File: config.mk
export PLATFORM = sky130hd
export DESIGN_NAME = lcd_ctrl
export DESIGN_NICKNAME = d
export VERILOG_FILES = /design/src/rtl/lcd_ctrl.sv
export SDC_FILE = /design/constraint.sdc
export NUM_CORES = 1
export LEC_CHECK = 0
export ABC_AREA = 1
export BUFFER_PORTS_ARGS = -buffer_cell sky130_fd_sc_hd__buf_2
export CAP_MARGIN = 10
export CORE_MARGIN = 2
export CORE_UTILIZATION = 35
export DETAILED_ROUTE_END_ITERATION = 6
export HOLD_SLACK_MARGIN = 0.02
export PLACE_DENSITY = 0.66
export SLEW_MARGIN = 20
export SYNTH_ARGS = -nofsm -noshare
export SYNTH_HDL_FRONTEND = slang
export SYNTH_SLANG_ARGS = --single-unit
File: constraint.sdc
create_clock -name i_clk -period 2.7 [get_ports i_clk]
set_input_delay 0.27 -clock i_clk [delete_from_list [all_inputs] [get_ports i_clk]]
set_output_delay 0.27 -clock i_clk [all_outputs]
set_load 0.01 [all_outputs]
File: src/rtl/lcd_ctrl.sv
// HD44780 character-LCD responder: buffers LSU store words in a FIFO and replays each
// as a timed RS/DATA/EN bus cycle, exposing busy/full/overflow status for polling.
module lcd_ctrl #(
  parameter int unsigned DEPTH        = 4,
  parameter int unsigned SETUP_CYC    = 3,
  parameter int unsigned EN_CYC       = 12,
  parameter int unsigned HOLD_CYC     = 2,
  parameter int unsigned CMD_WAIT_CYC = 2000,
  parameter int unsigned CLR_WAIT_CYC = 82000
) (
  input  logic        i_clk,
  input  logic        i_rst,
  input  logic        i_req_vld,
  input  logic [31:0] i_req_data,
  input  logic        i_ovf_clr,
  output logic        o_req_rdy,
  output logic [31:0] o_status,
  output logic [7:0]  o_lcd_data,
  output logic        o_lcd_rs,
  output logic        o_lcd_rw,
  output logic        o_lcd_en,
  output logic        o_lcd_on
);

  localparam int unsigned AW     = $clog2(DEPTH);
  localparam int unsigned FW     = AW + 1;
  localparam int unsigned Max0   = (SETUP_CYC > EN_CYC) ? SETUP_CYC : EN_CYC;
  localparam int unsigned Max1   = (Max0 > HOLD_CYC) ? Max0 : HOLD_CYC;
  localparam int unsigned Max2   = (Max1 > CMD_WAIT_CYC) ? Max1 : CMD_WAIT_CYC;
  localparam int unsigned MaxCyc = (Max2 > CLR_WAIT_CYC) ? Max2 : CLR_WAIT_CYC;
  localparam int unsigned CW     = $clog2(MaxCyc + 1);

  localparam logic [FW-1:0] FullCnt = FW'(DEPTH);

  typedef enum logic [2:0] {StIdle, StSetup, StPulse, StHold, StWait} state_e;

  state_e          state_q, state_d;
  logic [CW-1:0]   cnt_q, cnt_d;
  logic [8:0]      mem_q [DEPTH];
  logic [AW-1:0]   wr_ptr_q, rd_ptr_q;
  logic [FW-1:0]   fcnt_q;
  logic            clr_q, ovf_q, on_q, rs_q, en_q;
  logic [7:0]      data_q;

  logic            full, empty, accept, push, refuse, pop, head_clr, busy;
  logic [8:0]      head;
  logic            unused_bits;

  assign unused_bits = ^{i_req_data[29:10], i_req_data[8]};

  assign full      = (fcnt_q == FullCnt);
  assign empty     = (fcnt_q == '0);
  assign o_req_rdy = !full;
  assign accept    = i_req_vld && !full;
  assign push      = accept && !i_req_data[30];
  assign refuse    = i_req_vld && full;
  assign head      = mem_q[rd_ptr_q];
  // Clear-display and return-home commands need the long execution wait.
  assign head_clr  = !head[8] && (head[7:2] == 6'd0) && (head[1:0] != 2'd0);
  assign busy      = (state_q != StIdle) || !empty;

  assign o_status   = {29'd0, ovf_q, full, busy};
  assign o_lcd_data = data_q;
  assign o_lcd_rs   = rs_q;
  assign o_lcd_rw   = 1'b0;
  assign o_lcd_en   = en_q;
  assign o_lcd_on   = on_q;

  always_comb begin
    state_d = state_q;
    cnt_d   = cnt_q;
    pop     = 1'b0;
    case (state_q)
      StIdle: begin
        if (!empty) begin
          pop     = 1'b1;
          state_d = StSetup;
          cnt_d   = CW'(SETUP_CYC);
        end
      end
      StSetup: begin
        if (cnt_q == CW'(1)) begin
          state_d = StPulse;
          cnt_d   = CW'(EN_CYC);
        end else begin
          cnt_d = cnt_q - CW'(1);
        end
      end
      StPulse: begin
        if (cnt_q == CW'(1)) begin
          state_d = StHold;
          cnt_d   = CW'(HOLD_CYC);
        end else begin
          cnt_d = cnt_q - CW'(1);
        end
      end
      StHold: begin
        if (cnt_q == CW'(1)) begin
          state_d = StWait;
          cnt_d   = clr_q ? CW'(CLR_WAIT_CYC) : CW'(CMD_WAIT_CYC);
        end else begin
          cnt_d = cnt_q - CW'(1);
        end
      end
      StWait: begin
        if (cnt_q == CW'(1)) begin
          state_d = StIdle;
          cnt_d   = '0;
        end else begin
          cnt_d = cnt_q - CW'(1);
        end
      end
      default: begin
        state_d = StIdle;
        cnt_d   = '0;
      end
    endcase
  end

  always_ff @(posedge i_clk) begin
    if (!i_rst) begin
      state_q  <= StIdle;
      cnt_q    <= '0;
      en_q     <= 1'b0;
      wr_ptr_q <= '0;
      rd_ptr_q <= '0;
      fcnt_q   <= '0;
      rs_q     <= 1'b0;
      data_q   <= 8'h00;
      clr_q    <= 1'b0;
      on_q     <= 1'b0;
      ovf_q    <= 1'b0;
    end else begin
      state_q <= state_d;
      cnt_q   <= cnt_d;
      en_q    <= (state_d == StPulse);
      if (push) begin
        wr_ptr_q <= wr_ptr_q + AW'(1);
      end
      if (pop) begin
        rd_ptr_q <= rd_ptr_q + AW'(1);
        rs_q     <= head[8];
        data_q   <= head[7:0];
        clr_q    <= head_clr;
      end
      case ({push, pop})
        2'b10:   fcnt_q <= fcnt_q + FW'(1);
        2'b01:   fcnt_q <= fcnt_q - FW'(1);
        default: fcnt_q <= fcnt_q;
      endcase
      if (accept) begin
        on_q <= i_req_data[31];
      end
      if (refuse) begin
        ovf_q <= 1'b1;
      end else if (i_ovf_clr) begin
        ovf_q <= 1'b0;
      end
    end
  end

  // Storage needs no reset; the count and pointers define validity.
  always_ff @(posedge i_clk) begin
    if (push) begin
      mem_q[wr_ptr_q] <= {i_req_data[9], i_req_data[7:0]};
    end
  end

endmodule

Word level (Yosys, flattened, before mapping)
Memory sizes are Yosys's and may differ from the RTL's. A register that Yosys moved wholly into a read port is not among the register bits.
Index checks and enable logic that the tools add are counted.
- bits in registers: 40
- memory bits (writable): 36
- input port bits: 36
- output and inout bits: 45
- word-level logic and storage cells: 66
- memories kept: 1
- memories (memory ; words ; width ; rd ports ; clocked after Yosys merged registers in ; wr ports ; line ; text):
    mem_q ; 4 ; 9 ; 1 ; 1 ; 1 ; 39 ; logic [8:0] mem_q [DEPTH];
- add/sub/neg operators: 5
- equality and inequality tests: 10
- multiplexer cells: 22
- reduce and logical (&&, ||, !) cells: 17
- operator list (kind ; count):
    $mux 17 ; 6
    $pmux 17 s5 ; 1
    $eq 17x1->1 const B ; 1
    $sub 17x1->17 const B ; 1
    $mux 3 ; 5
    $pmux 3 s5 ; 1
    $eq 3x2->1 const B ; 3
    $eq 3x3->1 const B ; 2
    $logic_not 3->1 ; 2
    $logic_not 6->1 ; 1
    $mux 1 ; 6
    $pmux 3 s2 ; 1
    $reduce_bool 2->1 ; 3
    $logic_and 1x1->1 ; 5
    $add 2x1->2 const B ; 2
    $logic_not 1->1 ; 4
    $mux 2 ; 2
    $add 3x1->3 const B ; 1
    $eq 3x1->1 const B ; 1
    $reduce_bool 3->1 ; 1
    $sub 3x1->3 const B ; 1
    $eq 2x1->1 const B ; 1
    $eq 2x2->1 const B ; 1
    $ne 2x2->1 const B ; 1
    $logic_or 1x1->1 ; 1

Logic depth before layout (Yosys ltp)
Gate-level depths: netlist of run 1.
- word-level depth: 6
- gate-level depth with buffers: 13
- depth with buffers taken out: 12

Least setup slack after synthesis of run 1
Ideal clock, no wire load.
- kind: reg-to-reg
- start: register state_q[2]
- end: register fcnt_q[2]
- setup time: 0.122 ns
- arrival: 1.949 ns
- data required time: 2.578 ns
- setup slack: 0.629 ns
- cell stages (with the launch flop): 13
- buffers on the path: 1
- cells stage by stage: dfxtp_1 > inv_1 > nand2_2 > nor2_4 > nor2_4 > buf_2 > ha_1 > inv_1 > fa_1 > a21oi_1 > o21ai_0 > o21ai_0 > a21oi_1
- word-level cells in the longest chain between the ends: 4
- RTL lines (what ; line ; text):
    start, declared ; 37 ; state_e state_q, state_d;
    start signal, assigned ; 122 ; state_q <= StIdle;
    start signal, assigned ; 134 ; state_q <= state_d;
    $logic_not 3->1 (*) ; 73 ; case (state_q)
    $mux 1 (*) ; 73 ;
    net pop ; 45 ; logic full, empty, accept, push, refuse, pop, head_clr, busy;
    $eq 2x1->1 or $eq 2x2->1 (tied branches) ; 146 ; case ({push, pop})
    $pmux 3 s2 or $reduce_bool 2->1 (tied branches) ; - ;
    end signal, assigned ; 147 ; 2'b10: fcnt_q <= fcnt_q + FW'(1);
    end signal, assigned ; 148 ; 2'b01: fcnt_q <= fcnt_q - FW'(1);
    end signal, assigned ; 149 ; default: fcnt_q <= fcnt_q;
    end, declared ; 41 ; logic [FW-1:0] fcnt_q;
The timed path passes the listed nets; every way through them passes the cells marked *.
A chain may end at the register's enable or synchronous reset.

Worst setup path in the final report of run 1
- start: register fcnt_q[0]
- end: register fcnt_q[2]
- word-level cells in the longest chain between the ends: 6
- RTL lines (what ; line ; text):
    $eq 3x3->1 ; 51 ; assign full = (fcnt_q == FullCnt);
    $logic_not 1->1 ; 54 ; assign accept = i_req_vld && !full;
    $logic_and 1x1->1 ; 54 ;
    $logic_and 1x1->1 ; 55 ; assign push = accept && !i_req_data[30];
    $eq 2x1->1 or $eq 2x2->1 (tied branches) ; 146 ;
    $pmux 3 s2 or $reduce_bool 2->1 (tied branches) ; - ;
Parallel ways exist; a longest one is shown, timed or not.

==> impl_metrics.sql, run 1 <==
INSERT INTO impl_metrics (metric_group, metric, value, unit) VALUES
('routing', 'routed-via-count', '2904', ''),
('critical_path', 'timing.critical_path.arrival', '2.40', 'ns'),
('run_status', 'status', 'finished clean', ''),
('clock_tree', 'clk_latency', '0.34', 'ns'),
('finish', 'commonest_non_fill_non_tap_cell_in_the_layout', 'nand2_1', ''),
('placed_design', 'dpl_cell_area', '4044', 'µm²'),
('floorplan', 'core_region_area', '10840', 'µm²'),
('sta', 'hold_violations', '0', ''),
('routing', 'first_iter_violations', '106', ''),
('clock_tree', 'cts_sinks', '78', ''),
('routing', 'routed_wire_length_per_instance', '11.69', 'µm'),
('critical_path', 'rr_worst_depth', '11', ''),
('finish', 'fin_nets', '533', ''),
('routing', 'detail-route-antenna-nets', '0', ''),
('global_route', 'grt_remaining_overflow', '0', ''),
('sta', 'final_max_slew_viol_count', '0', ''),
('clock_tree', 'cts_resized', '0', ''),
('sta', 'maxClockFrequency', '0.4597', 'GHz'),
('sta', 'slew_headroom', '0.6261', ''),
('sta', 'timing_worst_slew_pin_value', '0.5609', 'ns'),
('sta', 'worst_clock_skew', '0.01039', 'ns'),
('power_and_ir_drop', 'leakagePower', '1.867', 'nW'),
('synth', 'synth_instances', '459', ''),
('finish', 'diode_insertion_count_for_antenna_repair', '0', ''),
('synth', 'synth.cell_area', '3897', 'µm²'),
('synth', 'ys_types', '37', ''),
('placed_design', 'dp_hpwl', '5.162', 'mm'),
('global_route', 'grt_first_pass_wirelength', '12.42', 'mm'),
('sta', 'setup_total_negative_slack', '0', 'ns'),
('sta', 'min_period', '2.176', 'ns'),
('critical_path', 'setup.worst_path.class', 'register to register', ''),
('critical_path', 'start_kind', 'register', ''),
('power_and_ir_drop', 'power.share.clock', '0.152', ''),
('clock_tree', 'postCtsSetupBuffers', '0', ''),
('power_and_ir_drop', 'p_comb_frac', '0.524', ''),
('routing', 'drt-total-wl', '7.414', 'mm'),
('finish', 'layout-area-overhead-vs-synth', '8.379', '%'),
('clock_tree', 'cts_inserted_buffers', '9', ''),
('critical_path', 'crit_path_end_kind', 'register', ''),
('finish', 'proportion_of_layout_cells_with_a_drive_suffix_above_1', '0.1538', ''),
('finish', 'final_area', '4224', 'µm²'),
('floorplan', 'die_y', '109.5', 'µm'),
('global_route', 'grt_start_max_net_pins', '24', ''),
('clock_tree', 'cts_tree', 'yes', ''),
('floorplan', 'row_count', '38', ''),
('synth', 'synth.ff_latch_count', '78', ''),
('global_route', 'antenna_found_initial', '0', ''),
('global_route', 'globalRouteTotalUtil', '0.1323', ''),
('clock_tree', 'cts-root-buf', 'clkbuf_8', ''),
('power_and_ir_drop', 'irDropWorstVdd', '606.4', 'µV'),
('power_and_ir_drop', 'power.share.sequential', '0.324', ''),
('global_route', 'grt_pass1_vias', '2772', ''),
('flow_run', 'cap_viol_max_count', '0', ''),
('worst_hold_path', 'worst_hold_path.num_cells', '1', ''),
('synth', 'yosysWarningCount', '0', ''),
('routing', 'detailedRoute.firstPassIterationCount', '4', ''),
('floorplan', 'starting_density_of_the_core', '0.3595', ''),
('routing', 'drt_drc_violations_left', '0', ''),
('clock_tree', 'cts_max_path_buffers', '2', ''),
('worst_hold_path', 'min-delay-path-class', 'input pin to register', ''),
('placed_design', 'buffer_ports.inserted', '29', ''),
('finish', 'fill_cells', '1122', ''),
('power_and_ir_drop', 'switching_share', '0.4703', ''),
('critical_path', 'cp.required', '2.93', 'ns'),
('floorplan', 'die_w', '109.5', 'µm'),
('sta', 'setup_viol_count_final', '0', ''),
('floorplan', 'die_area', '12000', 'µm²'),
('routing', 'vias_per_cell', '4.580', ''),
('synth', 'synth_area_per_cell', '8.491', 'µm²'),
('clock_tree', 'clkTransAtPathRegs', '0.09', 'ns'),
('clock_tree', 'holdBufCountCts', '0', ''),
('power_and_ir_drop', 'power.density', '1251', 'nW/µm²'),
('placed_design', 'place.gp.congestion', '0.8019', ''),
('power_and_ir_drop', 'netSwitchingPower', '2.484', 'mW'),
('finish', 'regArea', '1922', 'µm²'),
('sta', 'fin_crit_sh', '0.8058', ''),
('finish', 'mostFrequentLayoutCells', '102 x nand2_1, 44 x inv_1, 42 x dfxtp_1', ''),
('synth', 'ys_seq_area_frac', '0.4931', ''),
('floorplan', 'top_level_ports', '81', ''),
('sta', 'rsz_0062_raised_after_global_routing', 'false', ''),
('clock_tree', 'htree_num_levels', '3', ''),
('critical_path', 'critPathMaxFanout', '9', ''),
('power_and_ir_drop', 'p_int', '2.798', 'mW'),
('finish', 'multiInputGateArea', '1573', 'µm²');
[sequential cells by signal (all words and copies together), names as in the netlist, 2 cells and up, named ones only]
register and cells:
fcnt_q 3, rd_ptr_q 2, cnt_q 17, o_lcd_data 8, wr_ptr_q 2, mem_q 36
state_q 3
[metal layers]
layer  track usage  vias up  part of all wire
li1              -     1491                 -
met2        0.2319       64              0.51
met4       0.05244        0            0.0046
met1        0.1543     1345              0.45
met3       0.03320        4             0.041
met5             0        -                 0
[cell families after synthesis]
family,Yosys count,share of synthesized area
other,1,0.0009622
XOR/XNOR,6,0.01349
adder cells (fa/ha/maj),8,0.02761
AND/OR/NAND/NOR,200,0.2331
flip-flops,78,0.4931
buffers and inverters,93,0.1313
AO/OA/AOI/OAI,73,0.1005
[power groups by stage]
| stage | combinational, mW | sequential, mW | clock, mW |
|---|---|---|---|
| finish | 2.77 | 1.71 | 0.801 |
| global route | 3.17 | 1.75 | 0.864 |
| CTS | 2.80 | 1.71 | 0.825 |
| detailed placement | 2.78 | 1.74 | 0 |
| global placement | 2.71 | 1.73 | 0 |
| floorplan | 2.35 | 1.71 | 0 |
[critical path, stage by stage, from the launching register on]
cell	delay (ns)
dfxtp_1	0.33
nor3_2	0.28
nor2_1	0.09
inv_1	0.07
or2_2	0.20
ha_1	0.17
inv_1	0.07
fa_1	0.38
a21oi_1	0.15
o21ai_0	0.12
o21ai_0	0.15
a21oi_1	0.06
[area by class of cell]
cell class                 count  area share
sequential                    78      0.4550
multi-input combinational    317      0.3723
timing repair buffer          36     0.04680
inverter                      47     0.04177
tap                          140     0.04147
clock buffer                   9     0.02932
clock inverter                 7     0.01333
[path summary, 6_finish.rpt]
| check | start | end | slack, ns |
|---|---|---|---|
| worst max register to register | fcnt_q[0] | fcnt_q[2] | 0.52 |
| worst min register to register | ovf_q | ovf_q | 0.46 |
| worst min-delay path | i_req_data[2] | mem_q[2][2] | 0.13 |
| worst max-delay path | fcnt_q[0] | fcnt_q[2] | 0.52 |
[per-stage QoR]
| stage | utilization | setup slack, ns | total power, mW | hold slack, ns | cells |
|---|---|---|---|---|---|
| after floorplan | - | 0.6288 | 4.059 | 0.3689 | 488 |
| after global placement | 0.3730 | 0.5943 | 4.441 | 0.4493 | 618 |
| after detailed placement | 0.3730 | 0.5481 | 4.521 | 0.4553 | 618 |
| after CTS | 0.3897 | 0.5330 | 5.333 | 0.1106 | 634 |
| after global routing | 0.3897 | 0.1811 | 5.782 | 0.1149 | 634 |
| final | 0.3897 | 0.5245 | 5.282 | 0.1306 | 634 |
[synthesized netlist by cell type]
cell type  count  area, µm²
a211oi_1       1      7.510
a21o_1         1      7.510
a21oi_1       35      175.2
a21oi_2        2      17.52
a31oi_1        2      12.51
buf_2          4      20.02
buf_4         36      270.3
buf_6          3      33.78
clkbuf_1       3      11.26
clkinv_1       2      7.510
conb_1         1      3.750
dfxtp_1       42      840.8
edfxtp_1      36       1081
fa_1           1      20.02
ha_1           7      87.58
inv_1         44      165.2
inv_2          1      3.750
nand2_1      102      382.9
nand2_2        3      18.77
nand2_4        2      22.52
nand3_1       30      150.1
nand3_2        1      10.01
nand4_1        4      25.02
nor2_1        41      153.9
nor2_2         6      37.54
nor2_4         5      56.30
nor2_8         1      20.02
nor3_1         3      15.01
nor3_2         1      10.01
o211ai_1       2      15.01
o21ai_0       21      105.1
o21ai_1        7      35.03
o21ai_2        1      8.760
o21bai_1       1      7.510
or2_2          1      6.260
xnor2_1        3      26.28
xor2_1         3      26.28
(Power assumes the default switching activity.)
==> inputs of run 2 (changes only) <==
Settings changed: ABC_AREA 1 to 0, PLACE_DENSITY 0.66 to 0.68.
Clock period 2.7 ns to 1.9 ns, I/O delays scaled along.
==> run 2 against run 1 <==
Compared with the run above: sequential share of layout area shrank 4.2 points; wire length grew 7.3%; first-iteration DRC count up 44%; non-clock buffer count increased by 51; critical path depth is 1 lower; combinational power up 46%; design area rose by 11%; the run now ends with setup timing left; synthesized area decreased by 2.7%; register-to-register slack worse by 0.77 ns; flip-flop and latch count is the same; via count down 1.2%; sequential power grew 41%.
==> impl_metrics.sql, run 2 <==
INSERT INTO impl_metrics (metric_group, metric, value, unit) VALUES
('synth', 'synth_enable_flop_cells', '36', ''),
('synth', 'synth.ff_latch_count', '78', ''),
('sta', 'min_period', '2.149', 'ns'),
('sta', 'maxClockFrequency', '0.4654', 'GHz'),
('floorplan', 'starting_density_of_the_core', '0.3546', ''),
('finish', 'fin_nets', '481', ''),
('routing', 'routed-via-count', '2870', ''),
('clock_tree', 'clk_latency', '0.36', 'ns'),
('floorplan', 'die_area', '11690', 'µm²'),
('critical_path', 'setup.worst_path.class', 'register to register', ''),
('clock_tree', 'htree_num_levels', '3', ''),
('power_and_ir_drop', 'power.density', '1651', 'nW/µm²'),
('critical_path', 'timing.critical_path.arrival', '2.43', 'ns'),
('run_status', 'violations_in_the_final_reports', 'setup timing', ''),
('routing', 'first_iter_violations', '153', ''),
('placed_design', 'dp_hpwl', '5.670', 'mm'),
('global_route', 'grt_remaining_overflow', '0', ''),
('synth', 'synth.cell_area', '3794', 'µm²'),
('clock_tree', 'cts_sinks', '78', ''),
('global_route', 'use_met1', '0.1594', ''),
('placed_design', 'buffer_ports.inserted', '29', ''),
('placed_design', 'dpl_cell_area', '4357', 'µm²'),
('critical_path', 'critPathMaxFanout', '2', ''),
('synth', 'ys_seq_area_frac', '0.5066', ''),
('clock_tree', 'cts_max_path_buffers', '2', ''),
('run_status', 'status', 'finished with violations', ''),
('global_route', 'met2_usage', '0.2583', ''),
('clock_tree', 'clkTransAtPathRegs', '0.08', 'ns'),
('synth', 'postSynth.asyncResetShare', '0', ''),
('finish', 'regMostFlops', 'mem_q', ''),
('critical_path', 'r2r_setup_slk', '-0.25', 'ns'),
('sta', 'postLayoutSetupSlackWorst', '-0.2486', 'ns'),
('power_and_ir_drop', 'fin_total_pwr', '7.709', 'mW'),
('synth', 'synth-main-ff-cell', 'dfxtp_1', ''),
('global_route', 'top_usage_layer', 'met2', ''),
('clock_tree', 'cts_tree', 'yes', ''),
('finish', 'layout-area-overhead-vs-synth', '23.12', '%'),
('routing', 'detailedRoute.firstPassIterationCount', '4', ''),
('sta', 'setup_viol_count_final', '3', ''),
('global_route', 'grt_pass1_vias', '2760', ''),
('critical_path', 'critical_path.cell_chain', 'or3b_4 > nand2_4 > nor2_4 > inv_2 > ha_4 > inv_2 > fa_2 > xor2_1 > or3_1 > a21oi_2', ''),
('floorplan', 'die_w', '108.1', 'µm'),
('synth', 'synth_top_cell_by_area', 'edfxtp_1', ''),
('finish', 'commonest_non_fill_non_tap_cell_in_the_layout', 'buf_4', ''),
('critical_path', 'critPathSlowestCell', 'or3b_4', ''),
('clock_tree', 'holdBufCountCts', '0', ''),
('global_route', 'antenna_found_initial', '0', ''),
('clock_tree', 'cts-root-buf', 'clkbuf_8', ''),
('synth', 'yosysWarningCount', '0', ''),
('critical_path', 'cp.required', '2.18', 'ns'),
('critical_path', 'peak_per_stage_delay_on_the_critical_path', '0.41', 'ns'),
('routing', 'drt-total-wl', '7.958', 'mm'),
('finish', 'final_area', '4671', 'µm²'),
('synth', 'yosys.cell_count.top_type', 'nand2_1', ''),
('power_and_ir_drop', 'irDropWorstVdd', '743.4', 'µV'),
('worst_hold_path', 'min-delay-path-class', 'input pin to register', ''),
('synth', 'yosys-top-cells-count', '43 x nand2_1, 42 x dfxtp_1, 36 x edfxtp_1', ''),
('floorplan', 'top_level_ports', '81', ''),
('global_route', 'grt.met3_usage', '0.02592', ''),
('floorplan', 'die_y', '108.1', 'µm'),
('sta', 'rsz_0062_raised_after_global_routing', 'true', ''),
('synth', 'netlist.area_leader.share', '0.2850', ''),
('synth', 'synth.area.top_cells', 'edfxtp_1 28%, dfxtp_1 22%, buf_4 6.7%', ''),
('power_and_ir_drop', 'leakagePower', '1.852', 'nW'),
('placed_design', 'place.gp.congestion', '0.8131', ''),
('finish', 'largest_register_ffs', '36', ''),
('routing', 'vias_per_cell', '4.931', ''),
('critical_path', 'critical-path-top-cell-by-count', 'inv_2', ''),
('finish', 'fill_cells', '1004', ''),
('routing', 'routed_wire_length_per_instance', '13.67', 'µm'),
('synth', 'synth_instances', '357', ''),
('global_route', 'globalRouteTotalUtil', '0.1411', ''),
('sta', 'final_max_slew_viol_count', '0', ''),
('routing', 'detail-route-antenna-nets', '0', ''),
('floorplan', 'core_region_area', '10700', 'µm²'),
('finish', 'proportion_of_layout_cells_with_a_drive_suffix_above_1', '0.3416', ''),
('critical_path', 'start_kind', 'register', ''),
('clock_tree', 'cts_inserted_buffers', '9', ''),
('sta', 'hold_violations', '0', ''),
('finish', 'diode_insertion_count_for_antenna_repair', '0', ''),
('critical_path', 'crit_path_end_kind', 'register', ''),
('global_route', 'grt_start_max_net_pins', '32', ''),
('routing', 'drt_drc_violations_left', '0', ''),
('placed_design', 'pre_cts_ws', '-0.1807', 'ns'),
('global_route', 'grt_first_pass_wirelength', '12.84', 'mm'),
('synth', 'synth_area_per_cell', '10.63', 'µm²'),
('synth', 'ys_types', '61', ''),
('flow_run', 'cap_viol_max_count', '0', ''),
('sta', 'fin_crit_sh', '1.131', ''),
('floorplan', 'row_count', '38', ''),
('finish', 'mostFrequentLayoutCells', '57 x buf_4, 40 x nand2_1, 37 x dfxtp_1', ''),
('sta', 'worst_clock_skew', '0.01028', 'ns');
## run 2: changes by cell type in the layout (fill, tap and decap cells not counted), moves of 11 or more
cell	delta
buf_4	+50
a21oi_1	-11
nand2_1	-62
nor2_1	-24
nand3_1	-22
inv_1	-35
## run 2: per-layer routing
metal | vias up | routed length (µm)
li1 | 1384 | -
met1 | 1374 | 3293
met2 | 93 | 4133
met3 | 19 | 367
met4 | 0 | 164
met5 | - | 0
## run 2: final timing paths
| check | from | endpoint | depth (start not counted) |
|---|---|---|---|
| worst max-delay path | fcnt_q[1] | fcnt_q[2] | 10 |
| worst min-delay path | i_req_data[4] | mem_q[2][4] | 1 |
| worst max register to register | fcnt_q[1] | fcnt_q[2] | 10 |
| worst min register to register | o_lcd_data[6] | o_lcd_data[6] | 2 |
## run 2: power breakdown
part	leakage, nW	total, mW	internal (mW)	switching (mW)
Clock	0.0996	1.25	0.611	0.644
Combinational	1.08	4.04	2.02	2.02
Sequential	0.672	2.41	2.10	0.314
## run 2: cells by family (layout without fill, tap and decap cells)
kind of cell,after synthesis,in the layout,synth area share
AND/OR/NAND/NOR,123,123,0.1794
flip-flops,78,78,0.5066
AO/OA/AOI/OAI,67,67,0.1118
buffers and inverters,61,117,0.09531
multiplexers,12,12,0.06134
adder cells (fa/ha/maj),8,8,0.02836
XOR/XNOR,7,7,0.01616
other,1,30,0.0009885
## run 2: stage by stage
stage                     setup TNS, ns  hold WS [ns]  cells    util
final                           -0.2810       0.04797    582  0.4366
after global routing            -0.5491       0.04939    582  0.4366
after CTS                       -0.2517       0.03709    580  0.4298
after detailed placement        -0.3156        0.4066    563  0.4073
after global placement          -0.1723        0.3999    563  0.4073
after floorplan                 -0.2144        0.2889    386       -
## run 2: what timing repair did
action | in CTS | in global routing
pin swaps | 2 | 7
setup endpoints to repair | 8 | 15
buffers inserted | 1 | 3
gates resized for setup | 10 | 15
## run 2: layout make-up
cell class                 count  area (µm²)  area share
clock buffer                   9       123.9     0.02652
clock inverter                 7       73.82     0.01580
sequential                    78        1928      0.4128
inverter                      14       55.05     0.01179
multi-input combinational    247        1730      0.3705
timing repair buffer          87       584.3      0.1251
tap                          140       175.2     0.03750
## run 2: critical path, delay by kind of cell, from the launching register on
family                   cells  cell delay, ns
AND/OR/NAND/NOR              4            0.87
adder cells (fa/ha/maj)      2            0.45
flip-flops                   1            0.33
XOR/XNOR                     1            0.16
AO/OA/AOI/OAI                1            0.16
buffers and inverters        2            0.08
